[src/rtl/mb_scheduler_luma16x16_pkg.sv]
// Shared types and geometry helpers for the luma 16x16 macroblock scheduler.
package intra_pred_pkg;

  localparam int MBNUM_W = 13;
  localparam int MBXY_W  = 8;

  typedef enum logic [1:0] {
    IDLE  = 2'd0,
    FETCH = 2'd1,
    VALID = 2'd2,
    DONE  = 2'd3
  } sched_state_e;

  function automatic int calc_mbs_x(input int length, input int mb_size_l);
    return length / mb_size_l;
  endfunction

  function automatic int calc_mbs_y(input int width, input int mb_size_w);
    return width / mb_size_w;
  endfunction

  function automatic int calc_mb_total(input int mbs_x, input int mbs_y);
    return mbs_x * mbs_y;
  endfunction

endpackage

[src/rtl/mb_scheduler_luma16x16_if.sv]
// Extractor / prediction-engine side bus of the macroblock scheduler.
// master = scheduler, slave = consumer (extractor + intra-prediction engine).
interface mb_scheduler_luma16x16_if;
  import intra_pred_pkg::*;

  logic               ext_enable;
  logic [MBNUM_W-1:0] mbnumber;
  logic [MBXY_W-1:0]  mb_x;
  logic [MBXY_W-1:0]  mb_y;
  logic               first_row;
  logic               first_col;
  logic               mb_valid;
  logic               pred_ready;

  modport master (
    output ext_enable, mbnumber, mb_x, mb_y, first_row, first_col, mb_valid,
    input  pred_ready
  );

  modport slave (
    input  ext_enable, mbnumber, mb_x, mb_y, first_row, first_col, mb_valid,
    output pred_ready
  );
endinterface

[src/rtl/mb_scheduler_luma16x16_raster.sv]
// Raster position counter: mb_x/mb_y/mbnumber with registered boundary flags.
// mbnumber is kept as a running count so no multiplier is needed.
module mb_raster_counter
  import intra_pred_pkg::*;
#(
  parameter int MBS_X = 80,
  parameter int MBS_Y = 45
) (
  input  logic               clk,
  input  logic               reset,
  input  logic               clear_i,
  input  logic               advance_i,
  output logic [MBNUM_W-1:0] mbnumber_o,
  output logic [MBXY_W-1:0]  mb_x_o,
  output logic [MBXY_W-1:0]  mb_y_o,
  output logic               first_row_o,
  output logic               first_col_o,
  output logic               last_mb_o
);

  localparam logic [MBXY_W-1:0]  X_LAST  = MBXY_W'(MBS_X - 1);
  localparam logic [MBNUM_W-1:0] MB_LAST = MBNUM_W'(MBS_X * MBS_Y - 1);

  logic [MBNUM_W-1:0] mbnumber_q, mbnumber_d;
  logic [MBXY_W-1:0]  mb_x_q, mb_x_d, mb_y_q, mb_y_d;
  logic               first_row_q, first_row_d, first_col_q, first_col_d;

  // Next raster position: clear to origin, step one macroblock, or hold.
  always_comb begin
    mbnumber_d  = mbnumber_q;
    mb_x_d      = mb_x_q;
    mb_y_d      = mb_y_q;
    first_row_d = first_row_q;
    first_col_d = first_col_q;
    if (clear_i) begin
      mbnumber_d  = '0;
      mb_x_d      = '0;
      mb_y_d      = '0;
      first_row_d = 1'b1;
      first_col_d = 1'b1;
    end else if (advance_i) begin
      if (mb_x_q == X_LAST) begin
        mb_x_d = '0;
        mb_y_d = mb_y_q + MBXY_W'(1);
      end else begin
        mb_x_d = mb_x_q + MBXY_W'(1);
        mb_y_d = mb_y_q;
      end
      mbnumber_d  = mbnumber_q + MBNUM_W'(1);
      first_row_d = (mb_y_d == MBXY_W'(0));
      first_col_d = (mb_x_d == MBXY_W'(0));
    end else begin
      mbnumber_d = mbnumber_q;
    end
  end

  // Position and boundary flag registers.
  always_ff @(posedge clk) begin
    if (reset) begin
      mbnumber_q  <= '0;
      mb_x_q      <= '0;
      mb_y_q      <= '0;
      first_row_q <= 1'b0;
      first_col_q <= 1'b0;
    end else begin
      mbnumber_q  <= mbnumber_d;
      mb_x_q      <= mb_x_d;
      mb_y_q      <= mb_y_d;
      first_row_q <= first_row_d;
      first_col_q <= first_col_d;
    end
  end

  assign mbnumber_o  = mbnumber_q;
  assign mb_x_o      = mb_x_q;
  assign mb_y_o      = mb_y_q;
  assign first_row_o = first_row_q;
  assign first_col_o = first_col_q;
  assign last_mb_o   = (mbnumber_q == MB_LAST);

endmodule

[src/rtl/mb_scheduler_luma16x16.sv]
// Frame-level sequencer for the luma 16x16 macroblock extractor.
// Optional stall counter output enabled by defining MB_SCHED_PERF_EN.
module mb_scheduler_luma16x16
  import intra_pred_pkg::*;
#(
  parameter int LENGTH      = 1280,
  parameter int WIDTH       = 720,
  parameter int MB_SIZE_L   = 16,
  parameter int MB_SIZE_W   = 16,
  parameter int EXTRACT_LAT = 3
) (
  input  logic                      clk,
  input  logic                      reset,
  input  logic                      start,
  mb_scheduler_luma16x16_if.master  mbif,
  output logic                      busy,
  output logic                      frame_done
`ifdef MB_SCHED_PERF_EN
  ,
  output logic [31:0]               stall_cycles
`endif
);

  localparam int MBS_X    = calc_mbs_x(LENGTH, MB_SIZE_L);
  localparam int MBS_Y    = calc_mbs_y(WIDTH, MB_SIZE_W);
  localparam int MB_TOTAL = calc_mb_total(MBS_X, MBS_Y);
  localparam int LAT_W    = (EXTRACT_LAT > 1) ? $clog2(EXTRACT_LAT) : 1;
  localparam logic [LAT_W-1:0] LAT_MAX = LAT_W'(EXTRACT_LAT - 1);

  // The frame must tile exactly into macroblocks and fit the index widths.
  if ((LENGTH % MB_SIZE_L) != 0 || (WIDTH % MB_SIZE_W) != 0) begin : g_bad_tiling
    $error("frame size is not a multiple of the macroblock size");
  end
  if (MB_TOTAL >= 8192 || MBS_X > 256 || MBS_Y > 256 || EXTRACT_LAT < 1) begin : g_bad_range
    $error("macroblock count or extract latency out of range");
  end

  sched_state_e     state_q, state_d;
  logic [LAT_W-1:0] lat_q, lat_d;
  logic             cnt_clear_s, cnt_adv_s, last_mb_s;
  logic             ext_enable_q, mb_valid_q, busy_q, frame_done_q;

  mb_raster_counter #(
    .MBS_X (MBS_X),
    .MBS_Y (MBS_Y)
  ) u_raster (
    .clk         (clk),
    .reset       (reset),
    .clear_i     (cnt_clear_s),
    .advance_i   (cnt_adv_s),
    .mbnumber_o  (mbif.mbnumber),
    .mb_x_o      (mbif.mb_x),
    .mb_y_o      (mbif.mb_y),
    .first_row_o (mbif.first_row),
    .first_col_o (mbif.first_col),
    .last_mb_o   (last_mb_s)
  );

  // State and fetch-latency counter registers.
  always_ff @(posedge clk) begin
    if (reset) begin
      state_q <= IDLE;
      lat_q   <= '0;
    end else begin
      state_q <= state_d;
      lat_q   <= lat_d;
    end
  end

  // Next-state logic and raster counter control.
  always_comb begin
    state_d     = state_q;
    lat_d       = lat_q;
    cnt_clear_s = 1'b0;
    cnt_adv_s   = 1'b0;
    case (state_q)
      IDLE: begin
        if (start) begin
          state_d     = FETCH;
          lat_d       = '0;
          cnt_clear_s = 1'b1;
        end else begin
          state_d = IDLE;
        end
      end
      FETCH: begin
        if (lat_q == LAT_MAX) begin
          state_d = VALID;
          lat_d   = '0;
        end else begin
          lat_d = lat_q + LAT_W'(1);
        end
      end
      VALID: begin
        if (mbif.pred_ready) begin
          if (last_mb_s) begin
            state_d = DONE;
          end else begin
            state_d   = FETCH;
            cnt_adv_s = 1'b1;
          end
        end else begin
          state_d = VALID;
        end
      end
      DONE: begin
        state_d = IDLE;
      end
      default: begin
        state_d = IDLE;
        lat_d   = '0;
      end
    endcase
  end

  // Status outputs registered from the next state so they align with it.
  always_ff @(posedge clk) begin
    if (reset) begin
      ext_enable_q <= 1'b0;
      mb_valid_q   <= 1'b0;
      busy_q       <= 1'b0;
      frame_done_q <= 1'b0;
    end else begin
      ext_enable_q <= (state_d == FETCH);
      mb_valid_q   <= (state_d == VALID);
      busy_q       <= (state_d != IDLE);
      frame_done_q <= (state_d == DONE);
    end
  end

  assign mbif.ext_enable = ext_enable_q;
  assign mbif.mb_valid   = mb_valid_q;
  assign busy            = busy_q;
  assign frame_done      = frame_done_q;

`ifdef MB_SCHED_PERF_EN
  logic [31:0] stall_q;

  // Saturating count of offered-but-not-accepted cycles within a frame.
  always_ff @(posedge clk) begin
    if (reset) begin
      stall_q <= 32'd0;
    end else if (state_q == IDLE && start) begin
      stall_q <= 32'd0;
    end else if (state_q == VALID && !mbif.pred_ready && stall_q != 32'hFFFF_FFFF) begin
      stall_q <= stall_q + 32'd1;
    end else begin
      stall_q <= stall_q;
    end
  end

  assign stall_cycles = stall_q;
`endif

endmodule

[src/flat_wrapper.sv]
// flat-port wrapper written by rule: the top's interface ports become plain ports
module mb_scheduler_luma16x16_flat import intra_pred_pkg::*;
#(
  parameter int LENGTH      = 1280,
  parameter int WIDTH       = 720,
  parameter int MB_SIZE_L   = 16,
  parameter int MB_SIZE_W   = 16,
  parameter int EXTRACT_LAT = 3
)
  (clk, reset, start, busy, frame_done, mbif_ext_enable, mbif_mbnumber, mbif_mb_x, mbif_mb_y, mbif_first_row, mbif_first_col, mbif_mb_valid, mbif_pred_ready);
  mb_scheduler_luma16x16_if mbif_i ();
  input  logic clk;
  input  logic reset;
  input  logic start;
  output logic busy;
  output logic frame_done;
  output wire logic [$bits(mbif_i.ext_enable)-1:0] mbif_ext_enable;
  output wire logic [$bits(mbif_i.mbnumber)-1:0] mbif_mbnumber;
  output wire logic [$bits(mbif_i.mb_x)-1:0] mbif_mb_x;
  output wire logic [$bits(mbif_i.mb_y)-1:0] mbif_mb_y;
  output wire logic [$bits(mbif_i.first_row)-1:0] mbif_first_row;
  output wire logic [$bits(mbif_i.first_col)-1:0] mbif_first_col;
  output wire logic [$bits(mbif_i.mb_valid)-1:0] mbif_mb_valid;
  input wire logic [$bits(mbif_i.pred_ready)-1:0] mbif_pred_ready;
  assign mbif_ext_enable = mbif_i.ext_enable;
  assign mbif_mbnumber = mbif_i.mbnumber;
  assign mbif_mb_x = mbif_i.mb_x;
  assign mbif_mb_y = mbif_i.mb_y;
  assign mbif_first_row = mbif_i.first_row;
  assign mbif_first_col = mbif_i.first_col;
  assign mbif_mb_valid = mbif_i.mb_valid;
  assign mbif_i.pred_ready = mbif_pred_ready;
  mb_scheduler_luma16x16 #(.LENGTH(LENGTH), .WIDTH(WIDTH), .MB_SIZE_L(MB_SIZE_L), .MB_SIZE_W(MB_SIZE_W), .EXTRACT_LAT(EXTRACT_LAT)) u_core (.clk(clk), .reset(reset), .start(start), .mbif(mbif_i), .busy(busy), .frame_done(frame_done));
endmodule
[config.mk]
export PLATFORM = sky130hd
export DESIGN_NAME = mb_scheduler_luma16x16_flat
export DESIGN_NICKNAME = d
export VERILOG_FILES = /design/src/rtl/mb_scheduler_luma16x16_pkg.sv /design/src/rtl/mb_scheduler_luma16x16_if.sv /design/src/rtl/mb_scheduler_luma16x16_raster.sv /design/src/rtl/mb_scheduler_luma16x16.sv /design/src/flat_wrapper.sv
export SDC_FILE = /design/constraint.sdc
export NUM_CORES = 1
export LEC_CHECK = 0
export CAP_MARGIN = 20
export CORE_MARGIN = 2
export CORE_UTILIZATION = 51
export CTS_CLUSTER_SIZE = 8
export DETAILED_ROUTE_END_ITERATION = 8
export GPL_ROUTABILITY_DRIVEN = 1
export PLACE_DENSITY_LB_ADDON = 0.2
export SLEW_MARGIN = 20
export SYNTH_ARGS = -nofsm -noshare
export SYNTH_HDL_FRONTEND = slang
export SYNTH_SLANG_ARGS = --single-unit
[constraint.sdc]
create_clock -name clk -period 3.2 [get_ports clk]
set_clock_uncertainty 0.2 [all_clocks]
set_input_delay 0.64 -clock clk [delete_from_list [all_inputs] [get_ports clk]]
set_output_delay 0.64 -clock clk [all_outputs]
set_load 0.01 [all_outputs]
### Yosys cells after proc, flatten, opt, wreduce, memory -nomap -nowiden

Index checks and enable logic that the tools add are counted.

| word-level totals | value |
|---|---|
| register bits after elaboration | 39 |
| latch bits | 0 |
| memory bits (writable) | 0 |
| memory bits (read-only) | 0 |
| bits of input ports | 4 |
| output and inout bits | 35 |
| word-level logic and storage cells | 56 |
| memories kept | 0 |

| operators by class | value |
|---|---|
| add/sub/neg operators | 4 |
| multiply operators | 0 |
| div/mod/pow operators | 0 |
| order comparisons | 0 |
| equal/unequal tests | 10 |
| shift operators | 0 |
| mux-type cells | 23 |
| bitwise operators | 0 |
| reductions and logical operators | 8 |

Operators by type and width:

| kind | number |
|---|---|
| $mux 8 | 6 |
| $add 8x1->8 const B | 2 |
| $logic_not 8->1 | 2 |
| $add 13x1->13 const B | 1 |
| $eq 13x12->1 const B | 1 |
| $eq 2x2->1 const B | 5 |
| $mux 1 | 10 |
| $mux 2 | 5 |
| $eq 8x7->1 const B | 1 |
| $pmux 2 s4 | 1 |
| $reduce_bool 2->1 | 3 |
| $eq 2x1->1 const B | 2 |
| $pmux 2 s2 | 1 |
| $add 2x1->2 const B | 1 |
| $logic_not 2->1 | 1 |
| $ne 2x2->1 const B | 1 |
| $reduce_and 2->1 | 1 |
| $reduce_or 2->1 | 1 |

### Logic depth before layout (Yosys ltp)

| depth | value |
|---|---|
| depth after elaboration | 9 |
| mapped depth | 7 |
| mapped depth without buffers | 6 |

### Cells and area by module

A second synthesis with hierarchy kept.

| unflattened totals | value |
|---|---|
| cells, all modules | 228 |
| area, all modules | 2,026.9 sq um |

By module, submodules not included:

| module | instances | cells an instance | area an instance (sq um) |
|---|---|---|---|
| mb_raster_counter | 1 | 194 | 1,640.3 |
| mb_scheduler_luma16x16 | 1 | 34 | 386.6 |

### Worst setup path after synthesis

OpenSTA, ideal clock, no wires.

| timing | value |
|---|---|
| kind | flip-flop to flip-flop |
| start point | register u_core.u_raster.mbnumber_q[9], in the netlist u_core.u_raster.mbnumber_o[9] |
| end point | register u_core.u_raster.mb_x_q[6], in the netlist u_core.u_raster.mb_x_o[6] |
| library setup time | 0.078 ns |
| data arrival time | 2.057 ns |
| data required time | 2.922 ns |
| path slack | 0.865 ns |
| stages on the path, launching flop included | 7 |
| buffers on the path | 1 |
| path through | dfxtp_1 -> or4b_4 -> or4_4 -> buf_6 -> and3_4 -> a41o_1 -> nor3_1 |

| between the ends | value |
|---|---|
| cells in the longest elaborated chain, start to end | 4 |

RTL lines:

| item | line | text |
|---|---|---|
| start: declaration | mb_scheduler_luma16x16_raster.sv:24 | `logic [MBNUM_W-1:0] mbnumber_q, mbnumber_d;` |
| start signal: assignment | mb_scheduler_luma16x16_raster.sv:66 | `mbnumber_q <= mbnumber_d;` |
| $eq 13x12->1 | mb_scheduler_luma16x16_raster.sv:79 | `assign last_mb_o = (mbnumber_q == MB_LAST);` |
| $mux 1 | mb_scheduler_luma16x16.sv:96 | `if (last_mb_s) begin` |
| $mux 1 | mb_scheduler_luma16x16.sv:95 | `if (mbif.pred_ready) begin` |
| $mux 1 | mb_scheduler_luma16x16.sv:76 | `case (state_q)` |
| end signal: assignment | mb_scheduler_luma16x16_raster.sv:67 | `mb_x_q <= mb_x_d;` |
| end: declaration | mb_scheduler_luma16x16_raster.sv:25 | `logic [MBXY_W-1:0] mb_x_q, mb_x_d, mb_y_q, mb_y_d;` |

No other way between the ends.
A chain may end at the register's enable or synchronous reset.

### Final worst setup path

| timing | value |
|---|---|
| start point | register u_core.u_raster.mbnumber_q[0], in the netlist u_core.u_raster.mbnumber_o[0] |
| end point | register u_core.u_raster.mb_x_q[6], in the netlist u_core.u_raster.mb_x_o[6] |

The elaborated chain is that of the path after synthesis.

==> results.cfg <==
[critical_path]
max_stage_delay_ns = 0.64
cp-end-kind = flop
crit_arrival_ns = 2.40
crit_path_top_delay_cell = or4_4
cp_cell_sequence = ha_1 > nand3_1 > or4_4 > and3_4 > a41o_1 > nor3_1
critPathKind = reg -> reg
start_kind = flop
critPathRequiredTime_ns = 3.22
critPathMaxFanout = 7

[clock_network]
htree_levels = 2
cts_root_buf = clkbuf_8
cts.clk_slew.worst_paths_ns = 0.08
ctsLongestPathBuffers = 2
cts.sinks = 39
worstSkewPairLatency_ns = 0.29
cts_setup_buffers = 0
cts_buffers = 5
cts_tree = built
cts_resized = 0
holdBufCountCts = 0

[sta]
setup_violations = 0
drv_slew = 0
max_freq_mhz = 420
fin_ws_ns = 0.819
finalCriticalPeriod_ns = 2.38
rsz0062_at_grt = false
worstMarginPinSlew_ns = 0.499
slew_headroom_pct = 66.4
finalSetupTns_ns = 0
finalHoldViolCount = 0
period_share_pct = 74.4

[cells_and_area]
synthToLayoutAreaGrowth_pct = 26.9
seqCellArea_um2 = 781
nets = 284
fillers = 317
antennaDiodeCount = 0
multiInputGateArea_um2 = 1140
layout-drive-gt1-share_pct = 7.94

[die]
die_y_um = 66.4
die-area_um2 = 4410
io-pin-count = 39
start_util_pct = 53.8
die_x_um = 66.4
core_area_um2 = 3690
rows = 22

[min_path]
min_path_type = reg -> reg

[routing]
first_iter_violations = 122
via_count = 1842
drt-total-wl_mm = 4.48
drc = 0
antenna_left = 0
wire_per_inst_um = 13.8
firstDrtPassIters = 4
viasPerCell = 5.67

[global_routing]
grt_antenna_before_repair = 0
grt_pass1_wl_mm = 7.57
grtUsageTotal_pct = 22.2
overflow = 0
grt_max_degree = 29
grt_pass1_vias = 1680

[synth]
synthTopCellsByArea = dfxtp_1 (39%), nor2_1 (7.9%), xnor2_1 (7.9%)
syn_nets = 247
yosysSeqAreaShare_pct = 39.3
synth_area_um2 = 1990
synth_top_area_share_pct = 39.3
synth.distinct_cells = 43
synth_seq_cells = 39
synth_ff_type = dfxtp_1
synthCells = 239
syn_avg_cell_area_um2 = 8.31
yosysTopAreaCell = dfxtp_1
synth-edff-count = 0
yosysWarnings = 0
async_flop_share_pct = 0

[power]
p_per_area_nw_per_um2 = 378
p_leak_nw = 0.857
ir_drop_v = 0.000487

[place]
dp_hpwl_mm = 3.07
io_buffers = 38
place_congestion = 0.840
place_ws_ns = 0.714

[flow_run]
maxCapViolations = 0

[outcome]
status = complete, no violations
[path summary, 6_finish.rpt]
path	depth (start not counted)	slack (ns)	from	end
setup / recovery	6	0.82	u_core.u_raster.mbnumber_o[0]	u_core.u_raster.mb_x_o[6]
hold / removal	2	0.35	u_core.lat_q[0]	u_core.lat_q[0]
setup reg to reg	6	0.82	u_core.u_raster.mbnumber_o[0]	u_core.u_raster.mb_x_o[6]
hold reg to reg	2	0.35	u_core.lat_q[0]	u_core.lat_q[0]
[cell families after synthesis]
| kind of cell | Yosys count | synth area share (%) |
|---|---|---|
| flops | 39 | 39.3 |
| xor+xnor | 26 | 11.5 |
| simple gates | 122 | 32.0 |
| buf+inv | 16 | 3.40 |
| compound gates | 27 | 8.70 |
| mux | 5 | 2.58 |
| fa+ha+maj | 4 | 2.52 |
[worst max-delay path, delay by kind of cell, from the launching register on]
| kind | cells | cell delay, ns |
|---|---|---|
| AOI/OAI and AO/OA | 1 | 0.23 |
| adders and majority gates | 1 | 0.23 |
| DFF | 1 | 0.43 |
| and+or+nand+nor | 4 | 1.21 |
[power breakdown]
| group | internal [W] | switching [W] | total [W] | leakage, nW |
|---|---|---|---|---|
| clock | 0.000232 | 0.000183 | 0.000416 | 0.0581 |
| sequential | 0.000491 | 0.00000472 | 0.000496 | 0.316 |
| combinational | 0.0000197 | 0.0000220 | 0.0000417 | 0.483 |
| total | 0.000743 | 0.000210 | 0.000953 | 0.857 |
[synth_stat cells (5+ instances only)]
library cell	instances
nor3_1	13
nor2_1	42
xor2_1	8
nor4_1	10
dfxtp_1	39
o21ai_0	6
a21oi_1	9
nand4_1	5
clkbuf_1	10
nand2_1	9
nand3_1	17
xnor2_1	18
[layer usage]
| metal | up-vias | routed length, µm | track usage, % |
|---|---|---|---|
| met1 | 855 | 2150 | 30.4 |
| met2 | 61 | 2030 | 33.6 |
| met4 | 0 | 38 | 8.42 |
| met3 | 6 | 262 | 5.11 |
| met5 | - | 0 | 0 |
| li1 | 920 | - | - |
[sequential cells by signal (all words and copies together) (netlist names)]
signal / flops
u_core.mbif.mb_valid: 1
u_core.u_raster.mbnumber_o: 13
u_core.frame_done: 1
u_core.state_q: 2
u_core.u_raster.mb_y_o: 8
u_core.lat_q: 2
u_core.u_raster.first_row_o: 1
u_core.u_raster.first_col_o: 1
u_core.busy: 1
u_core.u_raster.mb_x_o: 8
u_core.mbif.ext_enable: 1
[layout by cell type (no fill, tap or decap), types with 6 or more instances in the layout]
master,n
nor4_1,10
dfxtp_1,39
nand3_1,17
o21ai_0,6
xor2_1,8
nor3_1,13
clkdlybuf4s50_1,38
nand2_1,9
nor2_1,42
a21oi_1,9
xnor2_1,18
[layout make-up]
type / count / share of cell area, %
inverter: 3 / 0.447
clock buffer: 5 / 2.73
clock inverter: 3 / 1.74
sequential: 39 / 31.0
timing repair buffer: 43 / 16.6
multi-input combinational: 184 / 45.1
tap: 48 / 2.38
[per-stage QoR]
step	utilization (%)	cell area [µm²]	std cells	hold slack (ns)	total power (W)
final	68.3	2520	325	0.351	0.000953
after global routing	68.3	2520	325	0.390	0.000982
after CTS	68.3	2520	325	0.347	0.000957
after detailed placement	65.3	2410	317	0.326	0.000550
after global placement	65.3	2410	317	0.322	0.000549
after floorplan	-	1990	239	0.292	0.000531
Power figures use the tool's default switching activity.
